--- config.mk ---
export PLATFORM = sky130hd
export DESIGN_NAME = uart_tx_scheduler
export DESIGN_NICKNAME = d
export VERILOG_FILES = /design/src/rtl/uart_tx_scheduler.sv
export SDC_FILE = /design/constraint.sdc
export NUM_CORES = 1
export LEC_CHECK = 0
export ABC_CLOCK_PERIOD_IN_PS = 4400
export CAP_MARGIN = 15
export CORE_MARGIN = 1.5
export CORE_UTILIZATION = 35
export CTS_CLUSTER_SIZE = 16
export DETAILED_ROUTE_END_ITERATION = 10
export GPL_TIMING_DRIVEN = 1
export MAX_ROUTING_LAYER = met4
export PLACE_DENSITY = 0.62
export SYNTH_ARGS = -nofsm -noshare
export SYNTH_HDL_FRONTEND = slang
export SYNTH_SLANG_ARGS = --single-unit
--- constraint.sdc ---
create_clock -name clk -period 4.4 [get_ports clk]
set_input_delay 0.66 -clock clk [delete_from_list [all_inputs] [get_ports clk]]
set_output_delay 0.66 -clock clk [all_outputs]
set_load 0.005 [all_outputs]
--- src/rtl/uart_tx_scheduler.sv ---
// Packet-level round-robin scheduler sharing one UART transmitter among NUM_REQ
// byte-stream requesters, with max packet length and inter-packet idle gap.
module uart_tx_scheduler #(
  parameter int NUM_REQ    = 4,
  parameter int MAX_LEN    = 64,
  parameter int GAP_CYCLES = 16
) (
  input  logic                 clk,
  input  logic                 rst,
  input  logic [NUM_REQ-1:0]   req_valid,
  input  logic [8*NUM_REQ-1:0] req_data,
  input  logic [NUM_REQ-1:0]   req_last,
  output logic [NUM_REQ-1:0]   req_ready,
  output logic [NUM_REQ-1:0]   grant,
  output logic                 tx_start,
  output logic [7:0]           tx_data,
  input  logic                 tx_busy
);

  localparam int CNT_W = $clog2(MAX_LEN + 1);
  localparam int GAP_W = (GAP_CYCLES > 0) ? $clog2(GAP_CYCLES + 1) : 1;
  localparam int OWN_W = $clog2(NUM_REQ);
  localparam logic [CNT_W-1:0] LEN_LAST = CNT_W'(MAX_LEN);
  localparam logic [GAP_W-1:0] GAP_LAST = (GAP_CYCLES > 0) ? GAP_W'(GAP_CYCLES - 1) : '0;

  typedef enum logic [2:0] {
    IDLE,
    SEND,
    WAIT_BUSY,
    WAIT_DONE,
    GAP
  } state_t;

  state_t             state_reg, state_next;
  logic [NUM_REQ-1:0] grant_reg, grant_next;
  logic [OWN_W-1:0]   last_owner_reg, last_owner_next;
  logic [CNT_W-1:0]   byte_cnt_reg, byte_cnt_next;
  logic [GAP_W-1:0]   gap_cnt_reg, gap_cnt_next;
  logic               end_flag_reg, end_flag_next;
  logic               tx_start_reg, tx_start_next;
  logic [7:0]         tx_data_reg, tx_data_next;

  logic [7:0]         data_arr [NUM_REQ];
  logic [7:0]         sel_data;
  logic               sel_valid;
  logic               sel_last;
  logic               send_open;
  logic               xfer;
  logic [CNT_W-1:0]   cnt_inc;
  logic               pick_found;
  logic [OWN_W-1:0]   pick_idx;
  logic [OWN_W-1:0]   rr_cand;

  // Only the owner ever sees ready, and only while the transmitter is free.
  assign send_open = (state_reg == SEND) && !tx_busy;

  generate
    for (genvar gi = 0; gi < NUM_REQ; gi++) begin : g_req
      assign data_arr[gi]  = req_data[8*gi +: 8];
      assign req_ready[gi] = send_open & grant_reg[gi];
    end
  endgenerate

  // last_owner_reg is the current owner for the whole life of a grant.
  assign sel_data  = data_arr[last_owner_reg];
  assign sel_valid = req_valid[last_owner_reg];
  assign sel_last  = req_last[last_owner_reg];
  assign xfer      = send_open && sel_valid;
  assign cnt_inc   = byte_cnt_reg + CNT_W'(1);

  always_comb begin
    pick_found = 1'b0;
    pick_idx   = '0;
    rr_cand    = '0;
    for (int k = 1; k <= NUM_REQ; k++) begin
      rr_cand = OWN_W'((int'(last_owner_reg) + k) % NUM_REQ);
      if (!pick_found && req_valid[rr_cand]) begin
        pick_found = 1'b1;
        pick_idx   = rr_cand;
      end
    end
  end

  always_ff @(posedge clk or posedge rst) begin
    if (rst) begin
      state_reg      <= IDLE;
      grant_reg      <= '0;
      last_owner_reg <= OWN_W'(NUM_REQ - 1);
      byte_cnt_reg   <= '0;
      gap_cnt_reg    <= '0;
      end_flag_reg   <= 1'b0;
      tx_start_reg   <= 1'b0;
      tx_data_reg    <= 8'h00;
    end else begin
      state_reg      <= state_next;
      grant_reg      <= grant_next;
      last_owner_reg <= last_owner_next;
      byte_cnt_reg   <= byte_cnt_next;
      gap_cnt_reg    <= gap_cnt_next;
      end_flag_reg   <= end_flag_next;
      tx_start_reg   <= tx_start_next;
      tx_data_reg    <= tx_data_next;
    end
  end

  always_comb begin
    state_next      = state_reg;
    grant_next      = grant_reg;
    last_owner_next = last_owner_reg;
    byte_cnt_next   = byte_cnt_reg;
    gap_cnt_next    = gap_cnt_reg;
    end_flag_next   = end_flag_reg;
    tx_start_next   = 1'b0;
    tx_data_next    = tx_data_reg;

    unique case (state_reg)
      IDLE: begin
        grant_next = '0;
        if (pick_found) begin
          grant_next      = NUM_REQ'(1) << pick_idx;
          last_owner_next = pick_idx;
          byte_cnt_next   = '0;
          end_flag_next   = 1'b0;
          state_next      = SEND;
        end
      end
      SEND: begin
        if (xfer) begin
          tx_data_next  = sel_data;
          tx_start_next = 1'b1;
          byte_cnt_next = cnt_inc;
          end_flag_next = sel_last || (cnt_inc == LEN_LAST);
          state_next    = WAIT_BUSY;
        end
      end
      WAIT_BUSY: begin
        if (tx_busy) state_next = WAIT_DONE;
      end
      WAIT_DONE: begin
        if (!tx_busy) begin
          if (end_flag_reg) begin
            grant_next   = '0;
            gap_cnt_next = '0;
            state_next   = (GAP_CYCLES == 0) ? IDLE : GAP;
          end else begin
            state_next = SEND;
          end
        end
      end
      GAP: begin
        grant_next = '0;
        if (gap_cnt_reg == GAP_LAST) begin
          gap_cnt_next = '0;
          state_next   = IDLE;
        end else begin
          gap_cnt_next = gap_cnt_reg + GAP_W'(1);
        end
      end
      default: begin
        grant_next = '0;
        state_next = IDLE;
      end
    endcase
  end

  assign grant    = grant_reg;
  assign tx_start = tx_start_reg;
  assign tx_data  = tx_data_reg;

endmodule
==> run_results.csv <==
group,metric,value,unit
setup_path,cp_common_cell,"clkdlybuf4s50_1",
timing,fmax,0.322,GHz
route,dr_wl_met2,2040,um
route,drc_errors,0,
power_and_ir_drop,p_leak,1.05,nW
timing,finalSetupViolCount,0,
setup_path,path_buf_inv,2,
setup_path,cp-start-kind,"input port",
floorplan,io-pin-count,60,
clock_tree,path_clk_slew,0.07,ns
route,drt-vias-per-instance,5.07,
synthesis,syn_inst,167,
floorplan,dieArea,5740,um2
clock_tree,cts_setup_buffers,0,
setup_path,critPathArrivalTime,2.44,ns
clock_tree,numClockSinks,31,
setup_path,cpPeakStageDelay,0.59,ns
timing,fin_crit_sh,0.705,
floorplan,rows,26,
place,port_buffers,59,
hold_path,hp-class,"reg2reg",
route,post_drt_wl_per_cell,14.1,um
power_and_ir_drop,power_frac_seq,0.405,
synthesis,synth_fp_nets,212,
setup_path,worstSetupEndpointType,"output pin",
timing,finalHoldViolCount,0,
route,top_layer_used,"met4",
setup_path,critPathRequiredTime,3.74,ns
setup_path,reg2regPathDepth,4,
cells_and_area,n_antenna_cell,0,
timing,fin_skew,0.00299,ns
synthesis,synth.distinct_cells,48,
flow_run,cap_violations,0,
cells_and_area,layout_commonest_cell,"clkdlybuf4s50_1",
timing,drv_slew,0,
status,status,"completed",
hold_path,min_to,"grant[1]$_DFFE_PP0P_",
synthesis,ys_seq_area_frac,0.420,
power_and_ir_drop,fin_total_pwr,0.00132,W
setup_path,r2r_slack,2.23,ns
clock_tree,cts-root-buf,"clkbuf_8",
route,dr_total_vias,1479,
clock_tree,cts_resized,0,
route,drtIter0Drc,111,
clock_tree,cts_inserted_buffers,5,
cells_and_area,most-common-layout-cells,"clkdlybuf4s50_1 (59), dfrtp_1 (29), nand3_1 (16), o21ai_0 (12), mux4_2 (10)",
clock_tree,cts_hold_buf,0,
synthesis,synth-main-ff-cell,"dfrtp_1",
route,postRouteWirelength,4120,um
global_route,gr-total-overflow,0,
hold_path,hp-start,"grant[1]$_DFFE_PP0P_",
clock_tree,htreeDepth,2,
setup_path,slowest_stage,"nor4b_2",
route,dr_wl_met3,165,um
setup_path,worstPathCellList,"clkdlybuf4s50_1 -> nor4b_2 -> and2_1 -> clkdlybuf4s50_1",
timing,rsz0062_at_grt,"no",
route,dr.pass1.iters,4,
timing,post-route-min-period,3.10,ns
power_and_ir_drop,comb_power_share,0.431,
place,hpwl,3070,um
synthesis,avgSynthCellArea,11.1,um2
hold_path,holdPathStages,2,
clock_tree,tritoncts,"built",
power_and_ir_drop,power.internal,0.000872,W
global_route,grt_first_pass_wirelength,6920,um
route,ant_nets,0,
setup_path,critPathMaxFanout,5,
floorplan,die_x,75.8,um
power_and_ir_drop,ir_worst_vdd,0.285,mV
synthesis,syn_area,1850,um2
timing,tightest_slew,0.661,ns
setup_path,crit_type,"in2out",
route,wl_met1,1840,um
global_route,first_global_vias,1444,
synthesis,synth_warnings,0,
place,gp_congestion,0.755,
synthesis,ys_seq_elements,31,
synthesis,async_reset_ff_frac,1.00,
place,preCtsSetupSlack,1.29,ns
clock_tree,clockBufferDepth,2,
power_and_ir_drop,switching_share,0.342,
timing,slew_headroom,0.558,
power_and_ir_drop,clock_power_share,0.164,
floorplan,die_h,75.8,um
setup_path,rr_endpoint,"tx_data[5]$_DFFE_PP0P_",
cells_and_area,nNetsFinal,266,
timing,setup_tns,0,ns
cells_and_area,areaGrowthSynthToFinish,37.7,%
power_and_ir_drop,power_density,519,nW/um2
global_route,grt_max_degree,32,
setup_path,worstReg2RegStart,"state_reg[1]$_DFFE_PP0P_",
global_route,antenna_found_initial,0,
floorplan,coreArea,5110,um2
timing,setup_slack,1.30,ns
synthesis,synth_edf_count,0,
cells_and_area,largest_register_ffs,8,
setup_path,cp_top_family,"buffers and inverters",
cells_and_area,drive_gt1_frac,0.158,
global_route,grt_use_total,0.166,
clock_tree,clock_latency,0.28,ns
floorplan,initial_core_util,0.363,
power_and_ir_drop,p_switching,0.000452,W
==> cell usage after synthesis, types with 2 or more instances <==
cell	instances	share of area
a21oi_1	4	0.011
a221o_1	2	0.011
a22o_1	3	0.014
and2_1	5	0.017
buf_2	6	0.016
buf_6	2	0.012
clkbuf_1	4	0.0081
dfrtp_1	29	0.39
dfstp_2	2	0.028
ha_1	2	0.013
inv_1	5	0.010
mux2_2	3	0.018
mux2_4	6	0.049
mux4_2	10	0.12
nand2_1	9	0.018
nand2b_1	3	0.010
nand3_1	16	0.043
nor2_1	8	0.016
nor3b_1	3	0.012
o211a_1	2	0.011
o21ai_0	12	0.032
o21bai_1	2	0.0081
o22ai_1	2	0.0067
xnor2_1	3	0.014
==> power by group through the flow <==
stage | logic (W) | clock network (W) | registers, W
5_1_grt | 0.000633 | 0.000241 | 0.000561
6_report | 0.000572 | 0.000217 | 0.000536
4_1_cts | 0.000582 | 0.000224 | 0.000539
2_1_floorplan | 0.000455 | 0 | 0.000453
3_3_place_gp | 0.000572 | 0 | 0.000539
3_5_place_dp | 0.000580 | 0 | 0.000540
==> cell families (layout without fill, tap and decap cells) <==
family	after synthesis	in the layout	synth area share
AOI/OAI and AO/OA	36	36	0.137
xor gates and xnor gates	4	4	0.0189
adders and majority gates	2	2	0.0135
buffers and inverters	19	74	0.0513
DFF	31	31	0.420
muxes	20	20	0.194
and+or+nand+nor	55	55	0.166
==> layer usage <==
metal  global-route usage  up-vias
met4               0.0734        0
li1                     -      731
met2                0.243       41
met3               0.0331        4
met1                0.221      703
met5                    -        -
==> how the worst max path moves through the flow <==
stage	startpoint	end	slack [ns]	cells after the start
floorplan	tx_busy	req_ready[0]	2.49	2
global placement	tx_busy	req_ready[3]	1.35	4
detailed placement	tx_busy	req_ready[3]	1.29	4
CTS	tx_busy	req_ready[3]	1.28	4
global route	tx_busy	req_ready[2]	1.19	4
finish	tx_busy	req_ready[3]	1.30	4
==> per-stage QoR <==
stage	instance area [um2]	hold WS [ns]	std cells	utilization
6_report	2550	0.502	292	0.500
5_1_grt	2550	0.542	292	0.500
4_1_cts	2550	0.513	292	0.500
3_5_place_dp	2470	0.492	284	0.483
3_3_place_gp	2470	0.478	284	0.483
2_1_floorplan	1850	0.487	167	-
==> layout make-up <==
class                   count  area, um2
fillers                   498       2550
multi-input cells         117        981
flip-flops and latches     31        778
repair buffers             60        598
well taps                  70       87.6
clock buffers               6       72.6
inverters                   6       22.5
clock inverters             2       12.5
==> tightest hold or removal path, delay by kind of cell (launching register included) <==
family	cells	cell delay (ns)
AOI/OAI and AO/OA	1	0.06
DFF	1	0.36
and+or+nand+nor	1	0.05
No activity file was read; power rests on OpenSTA's default activity.
